[src/rtl/debounce_pkg.sv]
// -----------------------------------------------------------------------------
// debounce_pkg
//
// Purpose:
//    Shared constants and helpers for the multi-signal debouncer slice.
//    It holds the default debounce and hold lengths and the width helpers
//    that size each channel's counters. It also defines the enum that
//    classifies a per-cycle commit decision.
//
// Contents:
//    DEFAULT_DEBOUNCE_COUNT  default consecutive stable cycles per commit
//    DEFAULT_HOLD_COUNT      default committed-active cycles before a hold
//    DEFAULT_SYNC_STAGES     default synchroniser depth
//    counterWidth()          width of a counter that runs 0 .. n-1
//    holdWidth()             width of a saturating counter that runs 0 .. n
//    commit_e                per-cycle level commit decision
// -----------------------------------------------------------------------------
package debounce_pkg;

   localparam int DEFAULT_DEBOUNCE_COUNT = 65_536;
   localparam int DEFAULT_HOLD_COUNT     = 1_000_000;
   localparam int DEFAULT_SYNC_STAGES    = 2;

   // A counter that only ever needs to reach n-1 fits in clog2(n) bits.
   // The result is never allowed to drop below one bit, so tiny counts
   // still produce a legal vector.
   function automatic int counterWidth(input int n);
      int w;
      w = $clog2(n);
      return (w < 1) ? 1 : w;
   endfunction

   // The hold counter saturates at n itself, so it needs clog2(n+1) bits.
   function automatic int holdWidth(input int n);
      int w;
      w = $clog2(n + 1);
      return (w < 1) ? 1 : w;
   endfunction

   typedef enum logic [1:0] {
      COMMIT_NONE = 2'b00,
      COMMIT_RISE = 2'b01,
      COMMIT_FALL = 2'b10
   } commit_e;

endpackage : debounce_pkg

[src/rtl/debounce_channel.sv]
// -----------------------------------------------------------------------------
// debounce_channel
//
// Purpose:
//    Debounces one raw input. The raw input passes through a synchroniser
//    and has its polarity normalised to active-high. The channel then waits
//    for DEBOUNCE_COUNT consecutive cycles of disagreement with the
//    committed level before it flips that level. Each commit raises a
//    one-cycle rise or fall pulse. An optional long-press detector raises
//    one hold pulse after the level has been high for HOLD_COUNT cycles.
//
// Configuration:
//    MULTI_SIGNAL_DEBOUNCER_HOLD_EN  when defined, builds the hold counter.
//                                    Otherwise hold_o is tied low.
//
// Ports:
//    clk_i    in   1  clock, rising edge
//    rst_i    in   1  synchronous active-high reset
//    raw_i    in   1  raw input, may be asynchronous to clk_i
//    level_o  out  1  committed level, active-high
//    rise_o   out  1  one-cycle pulse on a commit to 1
//    fall_o   out  1  one-cycle pulse on a commit to 0
//    hold_o   out  1  one-cycle long-press pulse
// -----------------------------------------------------------------------------
module debounce_channel
   import debounce_pkg::*;
#(
   parameter int   DEBOUNCE_COUNT = DEFAULT_DEBOUNCE_COUNT,
   parameter int   SYNC_STAGES    = DEFAULT_SYNC_STAGES,
   parameter logic ACTIVE_LOW     = 1'b1,
   parameter int   HOLD_COUNT     = DEFAULT_HOLD_COUNT
) (
   input  logic clk_i,
   input  logic rst_i,
   input  logic raw_i,
   output logic level_o,
   output logic rise_o,
   output logic fall_o,
   output logic hold_o
);

   localparam int            CW       = counterWidth(DEBOUNCE_COUNT);
   localparam logic [CW-1:0] CNT_LAST = CW'(DEBOUNCE_COUNT - 1);

   // The raw level that counts as "not pressed" equals the polarity bit.
   // An active-low input idles high, and an active-high input idles low.
   localparam logic INACTIVE_RAW = ACTIVE_LOW;

   logic [SYNC_STAGES-1:0] sync_q;
   logic                   act;
   logic [CW-1:0]          debounceCnt_q, debounceCnt_d;
   logic                   level_q, level_d;
   logic                   rise_q, fall_q;
   commit_e                commit;

   // Synchroniser chain. Reset preloads the idle value so that an input
   // already held active at reset release is seen as a fresh change. That
   // change then has to travel the full synchroniser and debounce latency.
   always_ff @(posedge clk_i) begin
      if (rst_i) begin
         sync_q <= {SYNC_STAGES{INACTIVE_RAW}};
      end else begin
         sync_q <= {sync_q[SYNC_STAGES-2:0], raw_i};
      end
   end

   assign act = sync_q[SYNC_STAGES-1] ^ ACTIVE_LOW;

   // Debounce decision. Agreement with the committed level, or any reversion
   // during counting, clears the counter. Disagreement advances the counter.
   // On the cycle that would reach DEBOUNCE_COUNT, the level flips and the
   // counter restarts. The counter therefore never holds DEBOUNCE_COUNT.
   always_comb begin
      commit        = COMMIT_NONE;
      level_d       = level_q;
      debounceCnt_d = '0;
      if (act != level_q) begin
         if (debounceCnt_q == CNT_LAST) begin
            level_d = act;
            commit  = act ? COMMIT_RISE : COMMIT_FALL;
         end else begin
            debounceCnt_d = debounceCnt_q + 1'b1;
         end
      end
   end

   // Level, counter and edge pulses. The pulses are registered together
   // with the level, so each pulse coincides with the first cycle of the
   // new level.
   always_ff @(posedge clk_i) begin
      if (rst_i) begin
         level_q       <= 1'b0;
         debounceCnt_q <= '0;
         rise_q        <= 1'b0;
         fall_q        <= 1'b0;
      end else begin
         level_q       <= level_d;
         debounceCnt_q <= debounceCnt_d;
         rise_q        <= (commit == COMMIT_RISE);
         fall_q        <= (commit == COMMIT_FALL);
      end
   end

   assign level_o = level_q;
   assign rise_o  = rise_q;
   assign fall_o  = fall_q;

`ifdef MULTI_SIGNAL_DEBOUNCER_HOLD_EN
   localparam int            HW        = holdWidth(HOLD_COUNT);
   localparam logic [HW-1:0] HOLD_SAT  = HW'(HOLD_COUNT);
   localparam logic [HW-1:0] HOLD_FIRE = HW'(HOLD_COUNT - 1);

   logic [HW-1:0] holdCnt_q, holdCnt_d;
   logic          holdPulse_q, holdPulse_d;

   // Long-press detection. The counter counts committed-high cycles and
   // saturates at HOLD_COUNT, so the fire value is only crossed once per
   // press. A low level clears the counter, which re-arms the detector only
   // after a fall commit.
   always_comb begin
      holdCnt_d   = '0;
      holdPulse_d = 1'b0;
      if (level_q) begin
         holdPulse_d = (holdCnt_q == HOLD_FIRE);
         holdCnt_d   = (holdCnt_q == HOLD_SAT) ? holdCnt_q : holdCnt_q + 1'b1;
      end
   end

   // Hold counter and hold pulse registers.
   always_ff @(posedge clk_i) begin
      if (rst_i) begin
         holdCnt_q   <= '0;
         holdPulse_q <= 1'b0;
      end else begin
         holdCnt_q   <= holdCnt_d;
         holdPulse_q <= holdPulse_d;
      end
   end

   assign hold_o = holdPulse_q;
`else
   // Without long-press support there is no hold logic at all. The port
   // remains for a stable interface.
   localparam int unusedHoldCount = HOLD_COUNT;
   assign hold_o = 1'b0;
`endif

endmodule : debounce_channel

[src/rtl/multi_signal_debouncer.sv]
// -----------------------------------------------------------------------------
// multi_signal_debouncer
//
// Purpose:
//    NUM_CH independent debounced inputs, each with its own polarity. Every
//    channel is a debounce_channel instance. The top level adds only the
//    combined event flag.
//
// Configuration:
//    MULTI_SIGNAL_DEBOUNCER_HOLD_EN  when defined, enables per-channel
//                                    long-press (hold) pulses. Otherwise
//                                    hold_pulse is tied to 0.
//
// Ports:
//    sys_clk     in   1       sole clock, rising edge
//    sys_rst     in   1       synchronous active-high reset
//    in_sig      in   NUM_CH  raw inputs, may be asynchronous
//    level       out  NUM_CH  debounced levels, active-high
//    rise_pulse  out  NUM_CH  one-cycle pulse on commit to 1
//    fall_pulse  out  NUM_CH  one-cycle pulse on commit to 0
//    any_event   out  1       OR of all rise and fall pulses
//    hold_pulse  out  NUM_CH  one-cycle long-press pulse
// -----------------------------------------------------------------------------
module multi_signal_debouncer
   import debounce_pkg::*;
#(
   parameter int                NUM_CH         = 4,
   parameter int                DEBOUNCE_COUNT = DEFAULT_DEBOUNCE_COUNT,
   parameter int                SYNC_STAGES    = DEFAULT_SYNC_STAGES,
   parameter logic [NUM_CH-1:0] IN_ACTIVE_LOW  = '1,
   parameter int                HOLD_COUNT     = DEFAULT_HOLD_COUNT
) (
   input  logic              sys_clk,
   input  logic              sys_rst,
   input  logic [NUM_CH-1:0] in_sig,
   output logic [NUM_CH-1:0] level,
   output logic [NUM_CH-1:0] rise_pulse,
   output logic [NUM_CH-1:0] fall_pulse,
   output logic              any_event,
   output logic [NUM_CH-1:0] hold_pulse
);

   // One fully independent debounce channel per input bit.
   for (genvar i = 0; i < NUM_CH; i++) begin : gChannel
      debounce_channel #(
         .DEBOUNCE_COUNT (DEBOUNCE_COUNT),
         .SYNC_STAGES    (SYNC_STAGES),
         .ACTIVE_LOW     (IN_ACTIVE_LOW[i]),
         .HOLD_COUNT     (HOLD_COUNT)
      ) u_channel (
         .clk_i   (sys_clk),
         .rst_i   (sys_rst),
         .raw_i   (in_sig[i]),
         .level_o (level[i]),
         .rise_o  (rise_pulse[i]),
         .fall_o  (fall_pulse[i]),
         .hold_o  (hold_pulse[i])
      );
   end

   // The pulses are already registered, so this flag lines up with them.
   assign any_event = |{rise_pulse, fall_pulse};

endmodule : multi_signal_debouncer

[config.mk]
export PLATFORM = sky130hd
export DESIGN_NAME = multi_signal_debouncer
export DESIGN_NICKNAME = d
export VERILOG_FILES = /design/src/rtl/debounce_pkg.sv /design/src/rtl/debounce_channel.sv /design/src/rtl/multi_signal_debouncer.sv
export SDC_FILE = /design/constraint.sdc
export NUM_CORES = 1
export LEC_CHECK = 0
export CORE_AREA = 2 2 98 91
export DETAILED_ROUTE_END_ITERATION = 6
export DIE_AREA = 0 0 100 93
export SLEW_MARGIN = 15
export SYNTH_ARGS = -nofsm -noshare
export SYNTH_HDL_FRONTEND = slang
export SYNTH_SLANG_ARGS = --single-unit
[constraint.sdc]
create_clock -name sys_clk -period 2.1 [get_ports sys_clk]
set_input_delay 0.315 -clock sys_clk [delete_from_list [all_inputs] [get_ports sys_clk]]
set_output_delay 0.315 -clock sys_clk [all_outputs]
set_load 0.03 [all_outputs]
# --- Word-level counts from Yosys, hierarchy flattened ---
# Index checks and enable logic that the tools add are counted.
totals:
  wordCells: 69
  reg_bits: 84
  output_inout_bits: 17
op_classes:
  n_eq_ne: 16
  n_mux: 12
  bitwise: 8
  add_sub_neg: 4
  n_reduce_logical: 9
op_table:
  columns: ["cell", "count"]
  rows:
  - ["$add 16x1->16 const B", 4]
  - ["$eq 16x16->1 const B", 4]
  - ["$mux 2", 12]
  - ["$reduce_or 3->1", 4]
  - ["$eq 2x1->1 const B", 4]
  - ["$eq 2x2->1 const B", 4]
  - ["$not 1->1", 8]
  - ["$reduce_and 2->1", 4]
  - ["$reduce_or 8->1", 1]
  - ["$ne 1x1->1", 4]

# --- Longest topological paths before layout ---
# Gate-level depths: netlist of the first run.
depth:
  word_depth: 4
  ltp_mapped: 7

# --- Cells and area by module ---
# Synthesis of the first run repeated with hierarchy kept, for this count alone.
unflattened:
  hier_cells: 399
  hier_area_um2: 3574.7
by_module_without_submodules:
  columns: ["mod", "cells_per_inst", "n_inst", "area_each_um2", "seq_area_each_um2"]
  rows:
  - ["debounce_channel", 99, 4, 889.6, 420.4]
  - ["multi_signal_debouncer", 3, 1, 16.3, 0.0]

# --- Least setup slack after synthesis of the first run ---
# OpenSTA, ideal clock, no wires.
synth_timing:
  kind: "register to register"
  from: "reg gChannel[1].u_channel.debounceCnt_q[0]"
  to: "reg gChannel[1].u_channel.debounceCnt_q[10]"
  path_stages_with_launch: 7
  arrival_time_ps: 1544
  setup_slack_ps: 441
  n_path_buf: 1
  setup_ps: 115
  cell_sequence: "dfxtp_1 > ha_1 > nand3_2 > or4_4 > nand2_4 > buf_12 > nor2_2"
synth_between:
  elab_chain_len: 2
  elab_cells_between_ends: 3
  classes_between: "1 x add/sub; 1 x eq/ne; 1 x reduce/logical"
synth_rtl:
  columns: ["item", "line", "rtl"]
  rows:
  - ["from (decl)", "debounce_channel.sv:51", "logic [CW-1:0] debounceCnt_q, debounceCnt_d;"]
  - ["from (signal assigned)", "debounce_channel.sv:98", "debounceCnt_q <= debounceCnt_d;"]
  - ["branches (longest 2 deep; another with $add 16x1->16)", null, null]
# Several ways; the timed one is not identified.
# A chain may end at the register's enable or synchronous reset.

# --- Worst setup path in the final report of the first run ---
layout_timing:
  from: "reg gChannel[0].u_channel.debounceCnt_q[8]"
  to: "reg gChannel[0].u_channel.debounceCnt_q[3]"
layout_between:
  elab_chain_len: 2
layout_rtl:
  columns: ["item", "line", "rtl"]
  rows:
  - ["from (decl)", "debounce_channel.sv:51", null]
  - ["from (signal assigned)", "debounce_channel.sv:98", null]
  - ["$eq 16x16->1", "debounce_channel.sv:78", "if (debounceCnt_q == CNT_LAST) begin"]
  - ["$reduce_or 3->1 (no source line)", null, null]
# Every way passes these cells.

==> results of run 1 <==
power breakdown:
group	total, W	switching (W)	internal (W)
logic	0.0000559	0.0000328	0.0000232
clock network	0.00139	0.000568	0.000822
registers	0.00161	0.00000491	0.00160
total	0.00305	0.000605	0.00245
path summary, 6_finish.rpt:
| kind | start | to | slack (ps) | depth (start not counted) |
|---|---|---|---|---|
| min reg2reg | gChannel[0].u_channel.sync_q[0]$_SDFF_PP1_ | gChannel[0].u_channel.sync_q[1]$_SDFF_PP1_ | 420 | 1 |
| max reg2reg | gChannel[0].u_channel.debounceCnt_q[8]$_SDFF_PP0_ | gChannel[0].u_channel.debounceCnt_q[3]$_SDFF_PP0_ | 240 | 4 |
| min | gChannel[0].u_channel.sync_q[0]$_SDFF_PP1_ | gChannel[0].u_channel.sync_q[1]$_SDFF_PP1_ | 420 | 1 |
| max | gChannel[0].u_channel.debounceCnt_q[8]$_SDFF_PP0_ | gChannel[0].u_channel.debounceCnt_q[3]$_SDFF_PP0_ | 240 | 4 |
layer usage:
layer	up-vias	share of wire [%]	wire (um)	GRT usage (%)
met5	-	0	0	0
met4	0	1.2	73	4.680
met3	7	3.9	246	5.680
met2	32	44	2743	23.14
met1	1190	51	3209	19.23
li1	1376	-	-	-
state kept, by name, indices dropped and copies added (netlist names):
register / cells
gChannel.u_channel.debounceCnt_q: 64
gChannel.u_channel.fall_o: 4
gChannel.u_channel.level_o: 4
gChannel.u_channel.rise_o: 4
gChannel.u_channel.sync_q: 8
cell type report:
| class | count | area share (%) |
|---|---|---|
| Multi-Input combinational cell | 288 | 43.23 |
| Timing Repair Buffer | 22 | 5.131 |
| Sequential cell | 84 | 41.29 |
| Inverter | 12 | 1.106 |
| Clock inverter | 6 | 2.734 |
| Tap cell | 102 | 3.134 |
| Clock buffer | 10 | 3.379 |
per-stage QoR:
stage / hold WS (ps) / setup WS, ps / total power (W)
final: 415.4 / 242.8 / 0.003051
after global routing: 422.8 / 42.10 / 0.003179
after CTS: 417.3 / 189.6 / 0.003106
after detailed placement: 394.9 / 166.7 / 0.001700
after global placement: 393.1 / 203.0 / 0.001699
after floorplan: 389.5 / 441.4 / 0.001689
cells by family after synthesis:
| family | count (synthesis) | share of synthesized area, % |
|---|---|---|
| and+or+nand+nor | 210 | 30.13 |
| DFF | 84 | 46.07 |
| xor gates and xnor gates | 54 | 12.96 |
| buffers and inverters | 36 | 6.171 |
| AOI/OAI and AO/OA | 14 | 2.605 |
| adders and majority gates | 4 | 1.371 |
| muxes | 2 | 0.5828 |
| other | 1 | 0.1027 |
cell usage in the layout, fill, tap and decap left out, types with 5 or more instances in the layout:
cell             Yosys  layout
a21oi_1              5       5
and4_1               5       5
clkbuf_8             0      10
clkdlybuf4s50_1      0      17
dfxtp_1             84      84
inv_1               12      12
nand2_1             24      24
nand3_1             21      21
nand4_1             22      22
nor2_1              64      64
nor2_2              10      10
nor3_1              18      18
nor4_1              13      12
or2_2               11      11
xnor2_1             34      34
xor2_1              20      20
repair_timing:
action | in CTS | in global routing
hold endpoints to repair | 0 | 0
endpoints found under the setup margin | 1 | 0
resized for setup | 2 | 0
==> results.yml, run 1 <==
floorplan:
  start_util_pct: 43.83
  placementRows: 32
  coreArea_um2: 8328
  die_width_um: 100
  io_pins: 23
  fp.dieH_um: 93
  die_area_um2: 9300
place:
  dp_hpwl_mm: 4.424
  placed_area_um2: 3819
  placedCellCount: 508
  port_buffers: 18
  place.gp.congestion: 0.7586
routing:
  routed_via_density: 4.971
  routed_wl_mm: 6.273
  drcViolationCount: 0
  routedWlPerCell_um: 11.97
  vias: 2605
  drtPass1Iterations: 4
  drtIter0Drc: 54
  ant_nets: 0
setup_path:
  arrival_ps: 2070
  cp_max_fo: 15
  path_cells: "nand4_1 -> nor4_2 -> or2_1 -> nor2_1"
  critPathTopFamily: "simple AND/OR/NAND/NOR gates"
  cp-end-kind: "register"
  cpPeakStageDelay_ps: 500
  critical_path_class: "register to register"
  crit_required_ps: 2320
  crit_path_start_kind: "register"
  crit_buf_inv: 0
  critPathSlowestCell: "or2_1"
grt:
  gr-total-overflow: 0
  grt.total_usage_pct: 14.92
  grt_pass1_vias: 2470
  grt_max_degree: 16
  antenna_found_initial: 0
  grt_pass1_wl_mm: 11.06
logic_synthesis:
  synthTopCellsByCount: "dfxtp_1 (84), nor2_1 (64), xnor2_1 (34), nand2_1 (24), nand4_1 (22)"
  synth_edf_count: 0
  synth_flop_cell: "dfxtp_1"
  ys_ff_latch: 84
  yosys.area.top_type_share_pct: 46.07
  synthArstFlopShare_pct: 0
  avgSynthCellArea_um2: 9.012
  ys_seq_area_share_pct: 46.07
  synth_area_leaders: "dfxtp_1 (46%), xnor2_1 (8.2%), nor2_1 (6.6%), xor2_1 (4.8%), nand4_1 (3.8%)"
  yosysMostFrequentCell: "dfxtp_1"
  synth_top_area_cell: "dfxtp_1"
  netlist_instances: 405
  yosys_warnings: 0
  synth_cell_type_count: 40
  syn_area_um2: 3650
finish:
  stdcell_area_um2: 4073
  antenna_cells: 0
  drive_above_1_share_pct: 12.32
  multi_input_area_um2: 1760
  seq_area_um2: 1682
  nets: 427
  syn_to_final_growth_pct: 11.59
  nFillCells: 808
  stdcell_count: 524
  utilization_pct: 48.90
clock_tree:
  ctsHoldBuffers: 0
  ctsHtreeMaxLevel: 3
  clockBufferDepth: 2
  cts.sinks: 84
  root_buffer: "clkbuf_8"
  insertion_delay_ps: 350
  cts_made_buffers: 9
  cts_tree: "done"
  clk_pin_slew_ps: 80
  cts_setup_buffers: 0
power:
  pwr_density_cell_nw_per_um2: 749.1
  p_leak_nw: 1.267
  ir_drop_v: 0.0003681
timing:
  finalHoldViolCount: 0
  finalClockSkew_ps: 8.230
  period_needed_ps: 1857
  tightest_slew_ps: 521.6
  final-setup-viol-count: 0
  period_share_pct: 88.44
  slew_headroom_pct: 65.22
  tns_ps: 0
  slew_violations: 0
  rsz0062_at_grt: "false"
  max_freq_mhz: 538.4
outcome:
  outcome: "complete, no violations"
flow_run:
  cap_violations: 0
min_path:
  hp-class: "register to register"
Power figures use the tool's default switching activity.
==> inputs of run 2 (changes only) <==
- SLEW_MARGIN: 15 -> 25
==> results of run 2 <==
No change in the layout: final DEF, timing and power equal those of run 1.
